==> src/rtl/mode_counter_pkg.sv <==
// Shared types and defaults for the mode_counter timer/event counter.
// Optional prescaler is enabled by defining MODE_COUNTER_PRESCALE_EN.
package mode_counter_pkg;

  // Counting mode as presented on the mode input; 2'b11 behaves as wrap.
  typedef enum logic [1:0] {
    MODE_WRAP    = 2'b00,
    MODE_SAT     = 2'b01,
    MODE_ONESHOT = 2'b10,
    MODE_RSVD    = 2'b11
  } mode_t;

  // One-shot sequencer states.
  typedef enum logic [1:0] {
    IDLE = 2'b00,
    RUN  = 2'b01,
    DONE = 2'b10
  } osh_state_t;

  localparam int unsigned DEFAULT_WIDTH      = 16;
  localparam int unsigned DEFAULT_PRESCALE_W = 8;

  // Fold the reserved encoding onto wrap so the datapath only sees three modes.
  function automatic mode_t eff_mode(input logic [1:0] m);
    mode_t r;
    case (m)
      2'b01:   r = MODE_SAT;
      2'b10:   r = MODE_ONESHOT;
      default: r = MODE_WRAP;
    endcase
    return r;
  endfunction

endpackage

==> src/rtl/mode_counter_prescaler.sv <==
// Tick generator for mode_counter: one tick every (prescale_i + 1) enabled
// cycles. Phase holds while enable_i is low and restarts on clr_i.
// Instantiated only when MODE_COUNTER_PRESCALE_EN is defined.
module mode_counter_prescaler
  import mode_counter_pkg::*;
#(
  parameter int unsigned PRESCALE_W = DEFAULT_PRESCALE_W
) (
  input  logic                  clk,
  input  logic                  rst_n,
  input  logic                  enable_i,
  input  logic                  clr_i,
  input  logic [PRESCALE_W-1:0] prescale_i,
  output logic                  tick_o
);

  localparam logic [PRESCALE_W-1:0] PS_ONE = PRESCALE_W'(1);

  logic [PRESCALE_W-1:0] cnt_q;
  logic                  wrap_pt;

  // >= keeps the phase bounded if prescale_i is lowered mid-period.
  assign wrap_pt = (cnt_q >= prescale_i);
  assign tick_o  = enable_i && wrap_pt;

  // Phase counter: advance on enabled cycles, restart after each tick.
  always_ff @(posedge clk or negedge rst_n) begin
    if (!rst_n) begin
      cnt_q <= '0;
    end else if (clr_i) begin
      cnt_q <= '0;
    end else if (enable_i) begin
      cnt_q <= wrap_pt ? '0 : cnt_q + PS_ONE;
    end
  end

endmodule

==> src/rtl/mode_counter.sv <==
// Parametrised up/down counter with wrap, saturate and one-shot modes and a
// registered single-cycle terminal-count pulse. Defining
// MODE_COUNTER_PRESCALE_EN adds a prescale input that divides the step rate.
// dbg_state_o exposes the one-shot sequencer state.
module mode_counter
  import mode_counter_pkg::*;
#(
  parameter int unsigned WIDTH      = DEFAULT_WIDTH,
  parameter int unsigned PRESCALE_W = DEFAULT_PRESCALE_W
) (
  input  logic                  clk,
  input  logic                  rst_n,
  input  logic                  enable,
  input  logic                  clear,
  input  logic                  load,
  input  logic [WIDTH-1:0]      load_val,
  input  logic                  up_dn,
  input  logic [1:0]            mode,
  input  logic [WIDTH-1:0]      limit,
  input  logic                  start,
`ifdef MODE_COUNTER_PRESCALE_EN
  input  logic [PRESCALE_W-1:0] prescale,
`endif
  output logic [WIDTH-1:0]      count,
  output logic                  tc,
  output logic                  busy,
  output logic                  done,
  output logic [1:0]            dbg_state_o
);

  if (WIDTH < 2 || WIDTH > 32 || PRESCALE_W < 1) begin : g_bad_param
    $error("mode_counter: WIDTH must be 2..32 and PRESCALE_W at least 1");
  end

  localparam logic [WIDTH-1:0] ONE = WIDTH'(1);

  logic [WIDTH-1:0] count_q;
  logic             tc_q;
  logic             hold_q;   // last step left the count on T
  osh_state_t       state_q;
  logic             busy_q;
  logic             done_q;

  mode_t            mode_eff;
  logic             tick;
  logic             step;
  logic             at_term;
  logic             lands;
  logic             tc_step;
  logic [WIDTH-1:0] term_val;
  logic [WIDTH-1:0] next_val;

  assign mode_eff = eff_mode(mode);

`ifdef MODE_COUNTER_PRESCALE_EN
  // A load or clear restarts the prescaler phase as well as the count.
  mode_counter_prescaler #(
    .PRESCALE_W (PRESCALE_W)
  ) u_prescaler (
    .clk        (clk),
    .rst_n      (rst_n),
    .enable_i   (enable),
    .clr_i      (clear || load),
    .prescale_i (prescale),
    .tick_o     (tick)
  );
`else
  assign tick = enable;
`endif

  // Step qualification, terminal detection and next count value.
  always_comb begin
    term_val = up_dn ? limit : '0;
    at_term  = up_dn ? (count_q >= limit) : (count_q == '0);
    step     = tick && ((mode_eff != MODE_ONESHOT) || (state_q == RUN));
    if (at_term) begin
      if (mode_eff == MODE_WRAP) next_val = up_dn ? '0 : limit;
      else                       next_val = count_q;
    end else begin
      next_val = up_dn ? (count_q + ONE) : (count_q - ONE);
    end
    lands   = (next_val == term_val);
    // Saturate suppresses repeat pulses while parked on T; one-shot leaves
    // RUN on the landing step so it can only pulse once per run.
    tc_step = step && lands && !((mode_eff == MODE_SAT) && hold_q);
  end

  // Count register and terminal-count pulse; clear beats load beats step.
  always_ff @(posedge clk or negedge rst_n) begin
    if (!rst_n) begin
      count_q <= '0;
      tc_q    <= 1'b0;
      hold_q  <= 1'b0;
    end else if (clear) begin
      count_q <= '0;
      tc_q    <= 1'b0;
      hold_q  <= 1'b0;
    end else if (load) begin
      count_q <= load_val;
      tc_q    <= 1'b0;
      hold_q  <= 1'b0;
    end else if (step) begin
      count_q <= next_val;
      tc_q    <= tc_step;
      hold_q  <= lands;
    end else begin
      tc_q    <= 1'b0;
    end
  end

  // One-shot sequencer with registered busy/done; load freezes the state.
  always_ff @(posedge clk or negedge rst_n) begin
    if (!rst_n) begin
      state_q <= IDLE;
      busy_q  <= 1'b0;
      done_q  <= 1'b0;
    end else if (clear || (mode_eff != MODE_ONESHOT)) begin
      state_q <= IDLE;
      busy_q  <= 1'b0;
      done_q  <= 1'b0;
    end else if (!load) begin
      case (state_q)
        IDLE: begin
          if (start) begin
            state_q <= RUN;
            busy_q  <= 1'b1;
            done_q  <= 1'b0;
          end
        end
        RUN: begin
          if (step && lands) begin
            state_q <= DONE;
            busy_q  <= 1'b0;
            done_q  <= 1'b1;
          end
        end
        DONE: begin
          if (start) begin
            state_q <= RUN;
            busy_q  <= 1'b1;
            done_q  <= 1'b0;
          end
        end
        default: begin
          state_q <= IDLE;
          busy_q  <= 1'b0;
          done_q  <= 1'b0;
        end
      endcase
    end
  end

  assign count       = count_q;
  assign tc          = tc_q;
  assign busy        = busy_q;
  assign done        = done_q;
  assign dbg_state_o = state_q;

endmodule

==> config.mk <==
export PLATFORM = sky130hd
export DESIGN_NAME = mode_counter
export DESIGN_NICKNAME = d
export VERILOG_FILES = /design/src/rtl/mode_counter_pkg.sv /design/src/rtl/mode_counter_prescaler.sv /design/src/rtl/mode_counter.sv
export SDC_FILE = /design/constraint.sdc
export NUM_CORES = 1
export LEC_CHECK = 0
export ABC_CLOCK_PERIOD_IN_PS = 9270
export CORE_MARGIN = 4
export CORE_UTILIZATION = 35
export CTS_BUF_LIST = sky130_fd_sc_hd__clkbuf_8
export CTS_CLUSTER_SIZE = 24
export DETAILED_ROUTE_END_ITERATION = 10
export GPL_ROUTABILITY_DRIVEN = 1
export GPL_TIMING_DRIVEN = 0
export PLACE_DENSITY = 0.62
export REMOVE_ABC_BUFFERS = 1
export SLEW_MARGIN = 10
export SYNTH_ARGS = -nofsm -noshare
export SYNTH_HDL_FRONTEND = slang
export SYNTH_HIERARCHICAL = 1
export SYNTH_SLANG_ARGS = --single-unit
==> constraint.sdc <==
create_clock -name clk -period 9.27 [get_ports clk]
set_clock_uncertainty 0.15 [all_clocks]
set_input_delay 1.854 -clock clk [delete_from_list [all_inputs] [get_ports clk]]
set_output_delay 1.854 -clock clk [all_outputs]
set_load 0.1 [all_outputs]
* Yosys cells after proc, flatten, opt, wreduce, memory -nomap -nowiden
Cells that the tools add are included.
** Word-level totals
- Logic and storage cells :: 63
- Memories :: 0
- Bits in read-only memories :: 0
- Bits in writable memories :: 0
- Bits in registers :: 22
- Output and inout port bits :: 21
- Bits in latches :: 0
** Cells by class
- Equal/unequal tests :: 10
- Reduce and logical (&&, ||, !) cells :: 13
- $add $sub $neg :: 2
- Shift-type cells :: 0
- Order comparisons :: 1
- Divide/modulo/power cells :: 0
- Mux-type cells :: 31
- Multiply operators :: 0
- Bitwise operators :: 0
** Operator list (count)
- $mux W16 :: 8
- $add A16 B1 Y16 const B :: 1
- $eq A16 B16 Y1 :: 1
- $ge A16 B16 Y1 :: 1
- $logic_not A16 Y1 :: 1
- $sub A16 B1 Y16 const B :: 1
- $mux W1 :: 15
- $mux W2 :: 4
- $pmux W2 S2 :: 2
- $eq A2 B1 Y1 const B :: 3
- $ne A3 B1 Y1 const B :: 2
- $eq A2 B2 Y1 const B :: 2
- $logic_and A1 B1 Y1 :: 4
- $logic_not A2 Y1 :: 2
- $pmux W1 S2 :: 2
- $reduce_and A3 Y1 :: 1
- $reduce_bool A3 Y1 :: 1
- $logic_or A1 B1 Y1 :: 2
- $ne A2 B1 Y1 const B :: 1
- $ne A2 B2 Y1 const B :: 1
- $reduce_or A2 Y1 :: 1
- $logic_not A1 Y1 :: 1

* Longest topological paths before layout
- Depth after elaboration :: 11
- Mapped depth :: 15
- Mapped depth without buffers :: 12

* Least setup slack after synthesis
OpenSTA, ideal clock, no wires.
- Path kind :: input port to flip-flop
- From :: in up_dn
- To :: reg tc_q (netlist: tc)
- Path slack :: 3.816 ns
- Arrival :: 5.193 ns
- Stages :: 14
- Library setup time :: 0.111 ns
- Buffers on the path :: 2
- Cell sequence :: buf_2 -> inv_1 -> clkbuf_1 -> ha_1 -> a21o_1 -> a31oi_1 -> a21oi_1 -> nor3_1 -> mux2i_1 -> nand2_1 -> a221o_1 -> o21ai_0 -> nand4_1 -> a2111oi_2
** Between the ends
- Cells in the longest elaborated chain, start to end :: 9
- Elaborated cells on any way between the ends :: 12
- Classes of those cells :: 1 x eq/ne; 9 x mux; 2 x reduce/logical
** RTL lines
- start: declaration :: RTL line mode_counter.sv:17 : input logic up_dn,
- $mux W16 (2 in a row) :: RTL line mode_counter.sv:77 : if (mode_eff == MODE_WRAP) next_val = up_dn ? '0 : limit;
- $mux W16 :: RTL line mode_counter.sv:76 : if (at_term) begin
- $eq A16 B16 Y1 * :: RTL line mode_counter.sv:82 : lands = (next_val == term_val);
- $logic_and A1 B1 Y1 * (2 in a row) :: RTL line mode_counter.sv:85 : tc_step = step && lands && !((mode_eff == MODE_SAT) && hold_q);
- $mux W1 * :: RTL line mode_counter.sv:102 : end else if (step) begin
- $mux W1 * :: RTL line mode_counter.sv:98 : end else if (load) begin
- $mux W1 * :: RTL line mode_counter.sv:94 : end else if (clear) begin
- end signal: assignment :: RTL line mode_counter.sv:104 : tc_q <= tc_step;
- end: declaration :: RTL line mode_counter.sv:38 : logic tc_q;
Every way passes the cells marked *; elsewhere a longest branch is shown, timed or not.
A chain may end at the register's enable or synchronous reset.

* Worst setup path after layout
- From :: in limit[14]
- To :: reg busy_q (netlist: busy)
** Between the ends
- Cells in the longest elaborated chain, start to end :: 7
- Elaborated cells on any way between the ends :: 10
- Classes of those cells :: 1 x order compare; 2 x eq/ne; 5 x mux; 2 x reduce/logical
** RTL lines
- start: declaration :: RTL line mode_counter.sv:19 : input logic [WIDTH-1:0] limit,
- $ge A16 B16 Y1 / $mux W16 (equally long branches) :: RTL line mode_counter.sv:74, mode_counter.sv:77
- $mux W1 / $mux W16 (equally long branches) :: RTL line mode_counter.sv:74, mode_counter.sv:77
- $mux W16 :: RTL line mode_counter.sv:76
- $eq A16 B16 Y1 * :: RTL line mode_counter.sv:82
- $logic_and A1 B1 Y1 * :: RTL line mode_counter.sv:131 : if (step && lands) begin
- $ne A3 B1 Y1 (no source line) *
- $reduce_and A3 Y1 (no source line) *
- end signal: assignment :: RTL line mode_counter.sv:126 : busy_q <= 1'b1;
- end signal: assignment :: RTL line mode_counter.sv:133 : busy_q <= 1'b0;
- end signal: assignment :: RTL line mode_counter.sv:140 : busy_q <= 1'b1;
- end: declaration :: RTL line mode_counter.sv:41 : logic busy_q;
Marked as above.

==> results.cfg <==
[clock_tree]
clockBufferDepth = 2
ctsHoldBuffers = 0
cts_setup_buffers = 0
cts_num_sinks = 21
clkTransAtPathRegs_ns = 0.08
post_cts_resized = 0
h-tree-depth = 1
clk_latency_ns = 0.26
numCtsBuffers = 3
cts_tree = done
cts-root-buf = clkbuf_8

[route]
drtAntennaViolNets = 0
routed_wl_um = 13360
drt_drc_violations_left = 0
avgViaCountPerCell = 6.245
drt_iter0_markers = 401
wl_per_cell_um = 19.86
drtPass1Iterations = 5
vias = 4203

[final_layout]
num_antenna_cells = 0
n_fill_cell = 1109
nets = 612
fin_cells = 673
layout.cells.most_common = clkdlybuf4s50_1
syn_to_final_growth_pct = 18.85
final_cell_mix = clkdlybuf4s50_1, nand2_1, a21oi_1, nor2_1, ha_1
drive_gt1_frac = 0.04469

[critical_path]
cp_slowest_cell = a31oi_2
cp.arrival_ns = 6.59
endpoint_kind = flop
setup.worst_path.class = in2reg
worstPathMaxFanout = 23
max_stage_delay_ns = 1.04
startpoint_type = primary input
cp_common_cell = nand4_1
path_cells = clkdlybuf4s50_1 > inv_1 > ha_1 > nand4_1 > nor3_2 > o2111ai_2 > a31oi_2 > mux2i_1 > a2111oi_0 > nand4_1 > nor4bb_1 > nand4_1 > a31o_1
worstPathRequired_ns = 9.28

[sta]
worst_pin_slew_ns = 1.246
hold_viol = 0
rsz0062_at_grt = no
relSlewSlack = 0.1666
final_max_slew_viol_count = 0
fin_crit_ns = 6.583
finalCritPeriodShare = 0.7102
setup_viol = 0
fin_setup_tns_ns = 0
whs_ns = 0.3481
fmax_mhz = 151.9

[synthesis]
synth_top_family_by_area = compound AO/OA/AOI/OAI gates
ys_seq_elements = 21
synth_edf_count = 0
syn_area_per_cell_um2 = 7.327
ys_types = 77
synth_fa_ha_area_frac = 0.1148
async_reset_ff_frac = 1.000
yosys.area_share.simple = 0.2657
synthCells = 500
muxShareOfSynthArea = 0.04440
synth_xor_area_frac = 0.01673
syn_area_mm2 = 0.003664
synth_compound_area_frac = 0.3511
synthFlopType = dfrtp_1
ys_warn_count = 6
seq_area_frac_synth = 0.1434

[floorplanning]
num_rows = 37
start_util = 0.3565
fp.dieW_um = 110.3
core_area_mm2 = 0.01028
die_area_mm2 = 0.01217
die_h_um = 110.3
io-pin-count = 62

[pwr]
pwr_density_cell_mw_per_mm2 = 113.3
vdd_ir_drop_max_mv = 0.06310
p_leak_nw = 1.813

[placement]
io_buffer_count = 61
gp_congestion = 0.9745
dp_hpwl_um = 10100
dp_cells = 669

[global_route]
grt_antenna_before_repair = 0
grt_max_degree = 37
grt_pass1_wl_um = 21030
grt-ovfl-total = 0
grt_pass1_vias = 3948
track_usage = 0.2204

[status]
status = finished, final reports clean

[worst_hold_path]
hold_class = reg2reg

[job]
cap_viol_max_count = 0
## synth_stat cells (15+ instances only)
cell / n / area share
nand3_1: 15 / 0.020
a21oi_1: 45 / 0.061
nor2b_1: 20 / 0.034
nor2_1: 41 / 0.042
a211oi_1: 16 / 0.033
inv_1: 26 / 0.027
dfrtp_1: 21 / 0.14
ha_1: 32 / 0.11
nand2_1: 47 / 0.048
clkbuf_1: 17 / 0.017
nor3_1: 20 / 0.027
o21ai_0: 20 / 0.027
## path summary, 6_finish.rpt
kind	startpoint	to	slack, ns	cells after the start
max in group asynchronous	rst_n	count[2]$_DFFE_PN0P_	6.38	1
hold / removal	hold_q$_DFFE_PN0P_	tc$_DFF_PN0_	0.35	1
setup reg to reg	count[0]$_DFFE_PN0P_	busy$_DFFE_PN0P_	4.40	12
setup / recovery	limit[14]	busy$_DFFE_PN0P_	2.69	13
hold reg to reg	hold_q$_DFFE_PN0P_	tc$_DFF_PN0_	0.35	1
min in group asynchronous	rst_n	done$_DFFE_PN0P_	1.99	1
## layer usage
layer | track usage | wire length (um) | vias to the layer above
met2 | 0.3445 | 5976 | 186
met1 | 0.3244 | 6209 | 2015
met3 | 0.02504 | 979 | 17
li1 | - | - | 1985
met5 | 0 | 0 | -
met4 | 0.05013 | 197 | 0
## critical path, delay by kind of cell
kind | cells | cell delay (ns)
adders and majority gates | 1 | 0.35
AOI/OAI and AO/OA | 4 | 1.97
and+or+nand+nor | 5 | 1.23
muxes | 1 | 0.36
buffers and inverters | 2 | 0.83
## logic make-up after synthesis
logic type      count (synthesis)
buf+inv                        54
flops                          21
xor+xnor                        7
fa+ha+maj                      33
mux                            16
simple gates                  191
compound gates                178
## cell type report
class / instances / area (um^2) / share of cell area
clock buffer: 3 / 41.29 / 0.009483
clock inverter: 1 / 3.754 / 0.0008621
inverter: 26 / 97.59 / 0.02241
multi-input combinational: 425 / 2915 / 0.6695
sequential: 21 / 525.5 / 0.1207
tap: 136 / 170.2 / 0.03908
timing repair buffer: 61 / 600.6 / 0.1379
## per-stage QoR
step | total power [W] | setup slack [ns] | cell area [um^2] | util
final | 0.0004932 | 2.687 | 4354 | 0.4237
after global placement | 0.0004233 | 1.515 | 4308 | 0.4192
after detailed placement | 0.0004262 | 2.576 | 4314 | 0.4198
after CTS | 0.0004894 | 2.814 | 4359 | 0.4242
after global routing | 0.0005269 | 2.443 | 4354 | 0.4237
after floorplan | 0.0003256 | 4.209 | 3527 | -
## registers in the layout, indices dropped and copies added, names as in the netlist
signal / count
hold_q: 1
dbg_state_o: 1
count: 16
done: 1
tc: 1
busy: 1
## power by group
part           total [W]  switching, W  internal [W]
clock network  0.0000617     0.0000321     0.0000296
logic           0.000318      0.000202      0.000116
registers       0.000113     0.0000166     0.0000968
(Power assumes the default switching activity.)
